===== src/rtl/car_pkg.sv =====
// car_pkg: shared constants, state encoding and lane direction lookup for
// the road-lane car controller.
package car_pkg;

  localparam int NUM_LANES = 5;

  // Frames between moves for each lane (lane 1 first).
  localparam logic [3:0] LANE_PERIOD [NUM_LANES] = '{4'd1, 4'd2, 4'd1, 4'd3, 4'd2};

  // Left-edge X of each car after reset (lane 1 first).
  localparam logic [9:0] LANE_INIT_X [NUM_LANES] = '{10'd0, 10'd160, 10'd320, 10'd480, 10'd96};

  // Direction pattern, read lane 1 first from the leftmost digit. Bit 0 is
  // the last digit and is shared by lanes 4 and 5.
  localparam logic [3:0] LANE_REVERSE = 4'b0101;

  typedef enum logic [1:0] {
    ST_IDLE   = 2'd0,
    ST_UPDATE = 2'd1,
    ST_COMMIT = 2'd2
  } car_state_t;

  function automatic logic lane_is_reverse(input logic [2:0] lane);
    logic rev;
    case (lane)
      3'd0:    rev = LANE_REVERSE[3];
      3'd1:    rev = LANE_REVERSE[2];
      3'd2:    rev = LANE_REVERSE[1];
      default: rev = LANE_REVERSE[0];
    endcase
    return rev;
  endfunction

endpackage


===== src/rtl/car_lane_step.sv =====
// car_lane_step: combinational next-X for one lane with wrap at the visible
// width. Forward lanes add the step, reverse lanes subtract it.
//   i_X        current left-edge X (0..H_VISIBLE_AREA-1)
//   i_Step     pixels to move (1..4)
//   i_Reverse  1 = move toward decreasing X
//   o_Nx       wrapped next X
module car_lane_step #(
  parameter int H_VISIBLE_AREA = 640
) (
  input  logic [9:0] i_X,
  input  logic [2:0] i_Step,
  input  logic       i_Reverse,
  output logic [9:0] o_Nx
);

  localparam logic [10:0] H_WRAP = 11'(H_VISIBLE_AREA);

  logic [10:0] x_ext;
  logic [10:0] step_ext;
  logic [10:0] fwd_sum;
  logic [10:0] nx_ext;
  logic        unused_nx_msb;

  always_comb begin
    x_ext    = {1'b0, i_X};
    step_ext = {8'd0, i_Step};
    fwd_sum  = x_ext + step_ext;
    nx_ext   = fwd_sum;
    if (i_Reverse) begin
      if (x_ext < step_ext) begin
        nx_ext = x_ext + H_WRAP - step_ext;
      end else begin
        nx_ext = x_ext - step_ext;
      end
    end else if (fwd_sum >= H_WRAP) begin
      nx_ext = fwd_sum - H_WRAP;
    end
  end

  // Results are always below H_WRAP, so the top bit is always zero.
  assign unused_nx_msb = nx_ext[10];
  assign o_Nx          = nx_ext[9:0];

endmodule


===== src/rtl/car_lane_controller.sv =====
// car_lane_controller: once per frame, steps the five road-lane cars into
// shadow registers one lane per cycle, then commits all positions at once
// so the sprite stage never sees a half-updated frame.
//   i_Clk, i_Reset         pixel clock, synchronous active-high reset
//   i_Frame_Tick           start-of-blanking pulse, starts an update
//   i_Pause                freezes motion and dividers while high
//   i_Level                difficulty 0..3 (step = 1 + level when enabled)
//   o_Car_1X..5X_Position  committed car X positions
//   o_Reverse              lane direction pattern
//   o_Update_Done          one-cycle pulse after commit
//   o_Busy                 update in progress
// Build option: CAR_SPEEDUP_EN makes the step depend on i_Level; without it
// every move is 1 pixel and i_Level is ignored.
//
// state     | meaning
// ST_IDLE   | waiting for an unpaused frame tick
// ST_UPDATE | stepping lane lane_idx_q into the shadow registers
// ST_COMMIT | copying the shadow to the outputs, pulsing done
module car_lane_controller
  import car_pkg::*;
#(
  parameter int H_VISIBLE_AREA = 640,
  parameter int TILE_SIZE      = 32
) (
  input  logic       i_Clk,
  input  logic       i_Reset,
  input  logic       i_Frame_Tick,
  input  logic       i_Pause,
  input  logic [1:0] i_Level,
  output logic [9:0] o_Car_1X_Position,
  output logic [9:0] o_Car_2X_Position,
  output logic [9:0] o_Car_3X_Position,
  output logic [9:0] o_Car_4X_Position,
  output logic [9:0] o_Car_5X_Position,
  output logic [3:0] o_Reverse,
  output logic       o_Update_Done,
  output logic       o_Busy
);

  // Sprite width is informational only; wrap uses the visible width.
  localparam int unused_tile_size = TILE_SIZE;

  car_state_t state_q;
  car_state_t state_d;

  logic [2:0] lane_idx_q;
  logic [2:0] step_q;
  logic [2:0] step_sel;
  logic [9:0] shadow_x_q [NUM_LANES];
  logic [9:0] pos_q      [NUM_LANES];
  logic [3:0] div_cnt_q  [NUM_LANES];
  logic       done_q;

  logic       start_update;
  logic       last_lane;
  logic       lane_hit;
  logic [9:0] cur_x;
  logic       cur_rev;
  logic [9:0] next_x;

`ifdef CAR_SPEEDUP_EN
  assign step_sel = {1'b0, i_Level} + 3'd1;
`else
  logic unused_level;
  assign unused_level = ^i_Level;
  assign step_sel     = 3'd1;
`endif

  assign cur_x   = shadow_x_q[lane_idx_q];
  assign cur_rev = lane_is_reverse(lane_idx_q);

  car_lane_step #(
    .H_VISIBLE_AREA (H_VISIBLE_AREA)
  ) u_step (
    .i_X       (cur_x),
    .i_Step    (step_q),
    .i_Reverse (cur_rev),
    .o_Nx      (next_x)
  );

  always_ff @(posedge i_Clk) begin
    if (i_Reset) begin
      state_q <= ST_IDLE;
    end else begin
      state_q <= state_d;
    end
  end

  always_comb begin
    state_d      = state_q;
    start_update = 1'b0;
    last_lane    = (lane_idx_q == 3'(NUM_LANES - 1));
    lane_hit     = (div_cnt_q[lane_idx_q] == (LANE_PERIOD[lane_idx_q] - 4'd1));
    case (state_q)
      ST_IDLE: begin
        if (i_Frame_Tick && !i_Pause) begin
          start_update = 1'b1;
          state_d      = ST_UPDATE;
        end
      end
      ST_UPDATE: begin
        if (last_lane) begin
          state_d = ST_COMMIT;
        end
      end
      ST_COMMIT: begin
        state_d = ST_IDLE;
      end
      default: begin
        state_d = ST_IDLE;
      end
    endcase
  end

  always_ff @(posedge i_Clk) begin
    if (i_Reset) begin
      lane_idx_q <= 3'd0;
      step_q     <= 3'd1;
      done_q     <= 1'b0;
      for (int k = 0; k < NUM_LANES; k++) begin
        shadow_x_q[k] <= LANE_INIT_X[k];
        pos_q[k]      <= LANE_INIT_X[k];
        div_cnt_q[k]  <= 4'd0;
      end
    end else begin
      done_q <= 1'b0;
      case (state_q)
        ST_IDLE: begin
          if (start_update) begin
            lane_idx_q <= 3'd0;
            step_q     <= step_sel;
          end
        end
        ST_UPDATE: begin
          if (lane_hit) begin
            shadow_x_q[lane_idx_q] <= next_x;
            div_cnt_q[lane_idx_q]  <= 4'd0;
          end else begin
            div_cnt_q[lane_idx_q]  <= div_cnt_q[lane_idx_q] + 4'd1;
          end
          lane_idx_q <= lane_idx_q + 3'd1;
        end
        ST_COMMIT: begin
          for (int k = 0; k < NUM_LANES; k++) begin
            pos_q[k] <= shadow_x_q[k];
          end
          done_q <= 1'b1;
        end
        default: begin
        end
      endcase
    end
  end

  assign o_Car_1X_Position = pos_q[0];
  assign o_Car_2X_Position = pos_q[1];
  assign o_Car_3X_Position = pos_q[2];
  assign o_Car_4X_Position = pos_q[3];
  assign o_Car_5X_Position = pos_q[4];
  assign o_Reverse         = LANE_REVERSE;
  assign o_Update_Done     = done_q;
  assign o_Busy            = (state_q != ST_IDLE);

endmodule

===== config.mk =====
export PLATFORM = sky130hd
export DESIGN_NAME = car_lane_controller
export DESIGN_NICKNAME = d
export VERILOG_FILES = /design/src/rtl/car_pkg.sv /design/src/rtl/car_lane_step.sv /design/src/rtl/car_lane_controller.sv
export SDC_FILE = /design/constraint.sdc
export NUM_CORES = 1
export LEC_CHECK = 0
export ABC_AREA = 0
export CAP_MARGIN = 10
export CELL_PAD_IN_SITES_DETAIL_PLACEMENT = 1
export CELL_PAD_IN_SITES_GLOBAL_PLACEMENT = 1
export CORE_ASPECT_RATIO = 1.1
export CORE_MARGIN = 4
export CORE_UTILIZATION = 25
export CTS_BUF_LIST = sky130_fd_sc_hd__clkbuf_4 sky130_fd_sc_hd__clkbuf_8 sky130_fd_sc_hd__clkbuf_16
export DETAILED_ROUTE_END_ITERATION = 16
export PLACE_DENSITY_LB_ADDON = 0.1
export SETUP_SLACK_MARGIN = 0.5
export SYNTH_ARGS = -nofsm -noshare
export SYNTH_HDL_FRONTEND = slang
export SYNTH_HIERARCHICAL = 1
export SYNTH_SLANG_ARGS = --single-unit

===== constraint.sdc =====
create_clock -name i_Clk -period 5.3 [get_ports i_Clk]
set_input_delay 0.53 -clock i_Clk [delete_from_list [all_inputs] [get_ports i_Clk]]
set_output_delay 0.53 -clock i_Clk [all_outputs]
set_load 0.005 [all_outputs]

==> out/qor.yml <==
die:
  core_mm2: 0.03438
  die_h_um: 204.4
  start_util_pct: 25.50
  dieArea_mm2: 0.03813
  die_w_um: 186.5
  boundaryPins: 62
  fp-row-count: 71
logic_synthesis:
  yosys_register_bits: 171
  ys_seq_area_share_pct: 57.55
  synthDistinctLibCells: 67
  async_reset_ff_share_pct: 0
  synth-edff-count: 162
  yosysWarnings: 6
  synth_cells: 649
  ys.flop_type: "edfxtp_1"
  synth_area_mm2: 0.008766
  synth_area_per_cell_um2: 13.51
critical_path:
  end_kind: "flop"
  path_buf_inv: 1
  cp-start-kind: "flop"
  critPathKind: "flop to flop"
  crit_path_cell_trace: "mux4_2 -> mux2_2 -> ha_1 -> inv_1 -> fa_1 -> nand2b_1 -> a221oi_1 -> nor2_1 -> o21bai_1 -> xnor2_1 -> o21ai_0 -> a21oi_1 -> and2_1"
  crit_fanout: 11
  ff2ff_path_depth: 13
  r2r_end: "shadow_x_q[1][6]$_SDFFCE_PN0P_"
  cp.required_ns: 5.59
  cp.depth: 13
  cp_slowest_cell: "dfxtp_2"
  crit_path_end: "shadow_x_q[1][6]$_SDFFCE_PN0P_"
  rrSetupSlack_ns: 0.88
  critPathMaxStageDelay_ns: 0.61
  worstPathArrival_ns: 4.71
  cp_top_family: "compound AO/OA/AOI/OAI gates"
finish:
  multi_input_area_mm2: 0.003455
  syn_to_final_growth_pct: 19.03
  seq_area_mm2: 0.005046
  final_cell_area_mm2: 0.01043
  final_cell_mix: "162 x edfxtp_1, 84 x and2_1, 55 x clkdlybuf4s50_1"
  final_nets: 759
  fin_util_pct: 30.35
  nFillCells: 3644
  layout-drive-gt1-share_pct: 16.12
  final_common_cell: "edfxtp_1"
  num_antenna_cells: 0
route:
  dr.first_iter.drc_count: 278
  vias: 5300
  wl_per_cell_um: 19.23
  drt-total-wl_mm: 22.50
  antenna_left: 0
  viasPerCell: 4.530
  met1_length_mm: 10.67
  drc: 0
  routed.top_layer: "met4"
  dr.pass1.iters: 4
  wl_met2_mm: 10.63
  wl_met3_um: 861
global_route:
  grt_max_degree: 51
  grt_pass1_vias: 5806
  grt-ovfl-total: 0
  grt_pass1_wl_mm: 35.42
  antenna_found_initial: 0
  grt_usage_pct: 12.15
worst_hold_path:
  min_from: "shadow_x_q[0][6]$_SDFFCE_PN0P_"
  hold_class: "flop to flop"
clock_network:
  root_buffer: "clkbuf_16"
  clockBufferDepth: 2
  cts_max_level: 4
  cts-buffers-inserted: 17
  clk_pin_slew_worst_paths_ns: 0.07
  ctsHoldBuffers: 0
  numClockSinks: 171
  clock_latency_ns: 0.42
  cts_tree: "yes"
power:
  leakagePower_nw: 3.519
  power.density_mw_per_mm2: 302.0
  ir_drop_mv: 0.1892
timing:
  grt_setup_unrepaired: "false"
  max_freq_mhz: 226.1
  skew_ns: 0.008067
  drv_slew: 0
  final-setup-viol-count: 0
  hold_viol: 0
  fin_crit_sh_pct: 83.43
  finalCriticalPeriod_ns: 4.422
  worstMarginPinSlew_ns: 1.087
  relSlewSlack_pct: 27.03
  finalSetupTns_ns: 0
flow_run:
  drv_cap: 0
placed_design:
  io_buffers: 55
  place_hpwl_mm: 17.15
  post_dp_cell_area_mm2: 0.009869
  finalWeightedCongestion: 0.7842
outcome:
  status: "completed"
where the power goes:
group,internal (W),leakage (nW),switching (W)
Combinational,0.000175,1.63,0.000274
Sequential,0.00152,1.63,0.0000180
Clock,0.000651,0.262,0.000515
synthesized netlist by cell type, drive strengths merged (17+ instances only):
cell / n / area, um2
edfxtp: 162 / 4865
and2: 85 / 534.3
inv: 31 / 116.4
ha: 30 / 375.4
nand2: 28 / 105.1
mux4: 27 / 608.1
nand2b: 23 / 153.9
clkbuf: 19 / 71.32
nor2: 19 / 71.32
nor3: 19 / 95.09
or3: 19 / 123.9
buf: 17 / 125.1
cells by family (layout without fill, tap and decap cells):
| kind of cell | after synthesis | after routing | share of synthesized area (%) |
|---|---|---|---|
| multiplexers | 47 | 47 | 9.420 |
| XOR/XNOR | 21 | 21 | 2.098 |
| flip-flops | 171 | 171 | 57.55 |
| AO/OA/AOI/OAI | 70 | 70 | 6.323 |
| AND/OR/NAND/NOR | 237 | 237 | 15.76 |
| buffers and inverters | 67 | 140 | 3.568 |
| other | 2 | 12 | 0.08567 |
| adder cells (fa/ha/maj) | 34 | 34 | 5.196 |
sequential cells by signal, summed over array words and instances, names as in the netlist, named ones only:
| name | count |
|---|---|
| lane_idx_q | 3 |
| pos_q | 50 |
| o_Update_Done | 1 |
| state_q | 2 |
| shadow_x_q | 80 |
| div_cnt_q | 32 |
worst min path at each step:
stage	depth (start not counted)	endpoint
CTS	1	pos_q[0][5]$_SDFFCE_PN0P_
floorplan	1	pos_q[0][26]$_SDFFCE_PN1P_
global route	1	pos_q[0][34]$_SDFFCE_PN0P_
finish	1	pos_q[0][6]$_SDFFCE_PN0P_
global placement	1	pos_q[0][7]$_SDFFCE_PN0P_
detailed placement	1	pos_q[0][6]$_SDFFCE_PN0P_
routing by layer:
layer / GRT usage, % / vias up
met5: 0 / -
met4: 3.671 / 0
met3: 2.614 / 20
met2: 20.00 / 94
met1: 16.22 / 2669
li1: - / 2517
through the flow:
stage                     hold slack [ns]  instances  power (W)  setup slack [ns]
after floorplan                    0.5037        659   0.001865            0.8859
after global placement             0.5494       1137   0.002008            0.7401
after detailed placement           0.5457       1137   0.002020            0.7034
after CTS                          0.5591       1169   0.003197            0.6664
after global routing               0.5859       1170   0.003307            0.5041
final                              0.5560       1170   0.003151            0.8781
cell type report:
| class | instances | share of cell area (%) |
|---|---|---|
| clock inverters | 13 | 0.9593 |
| flip-flops and latches | 171 | 48.36 |
| repair buffers | 77 | 6.979 |
| inverters | 31 | 1.115 |
| clock buffers | 19 | 4.221 |
| multi-input cells | 421 | 33.11 |
| well taps | 438 | 5.252 |
repair_timing:
item / 4_1_cts / 5_1_grt
resized for setup: 0 / 1
setup endpoints to repair: 0 / 5
buffers inserted: 0 / 0
worst register-to-register path: stages, from the launching register on:
cell      delay (ns)
dfxtp_2         0.61
mux4_2          0.60
mux2_2          0.35
ha_1            0.24
inv_1           0.12
fa_1            0.43
nand2b_1        0.19
a221oi_1        0.37
nor2_1          0.08
o21bai_1        0.17
xnor2_1         0.15
o21ai_0         0.12
a21oi_1         0.61
and2_1          0.23
(Power assumes the default switching activity.)
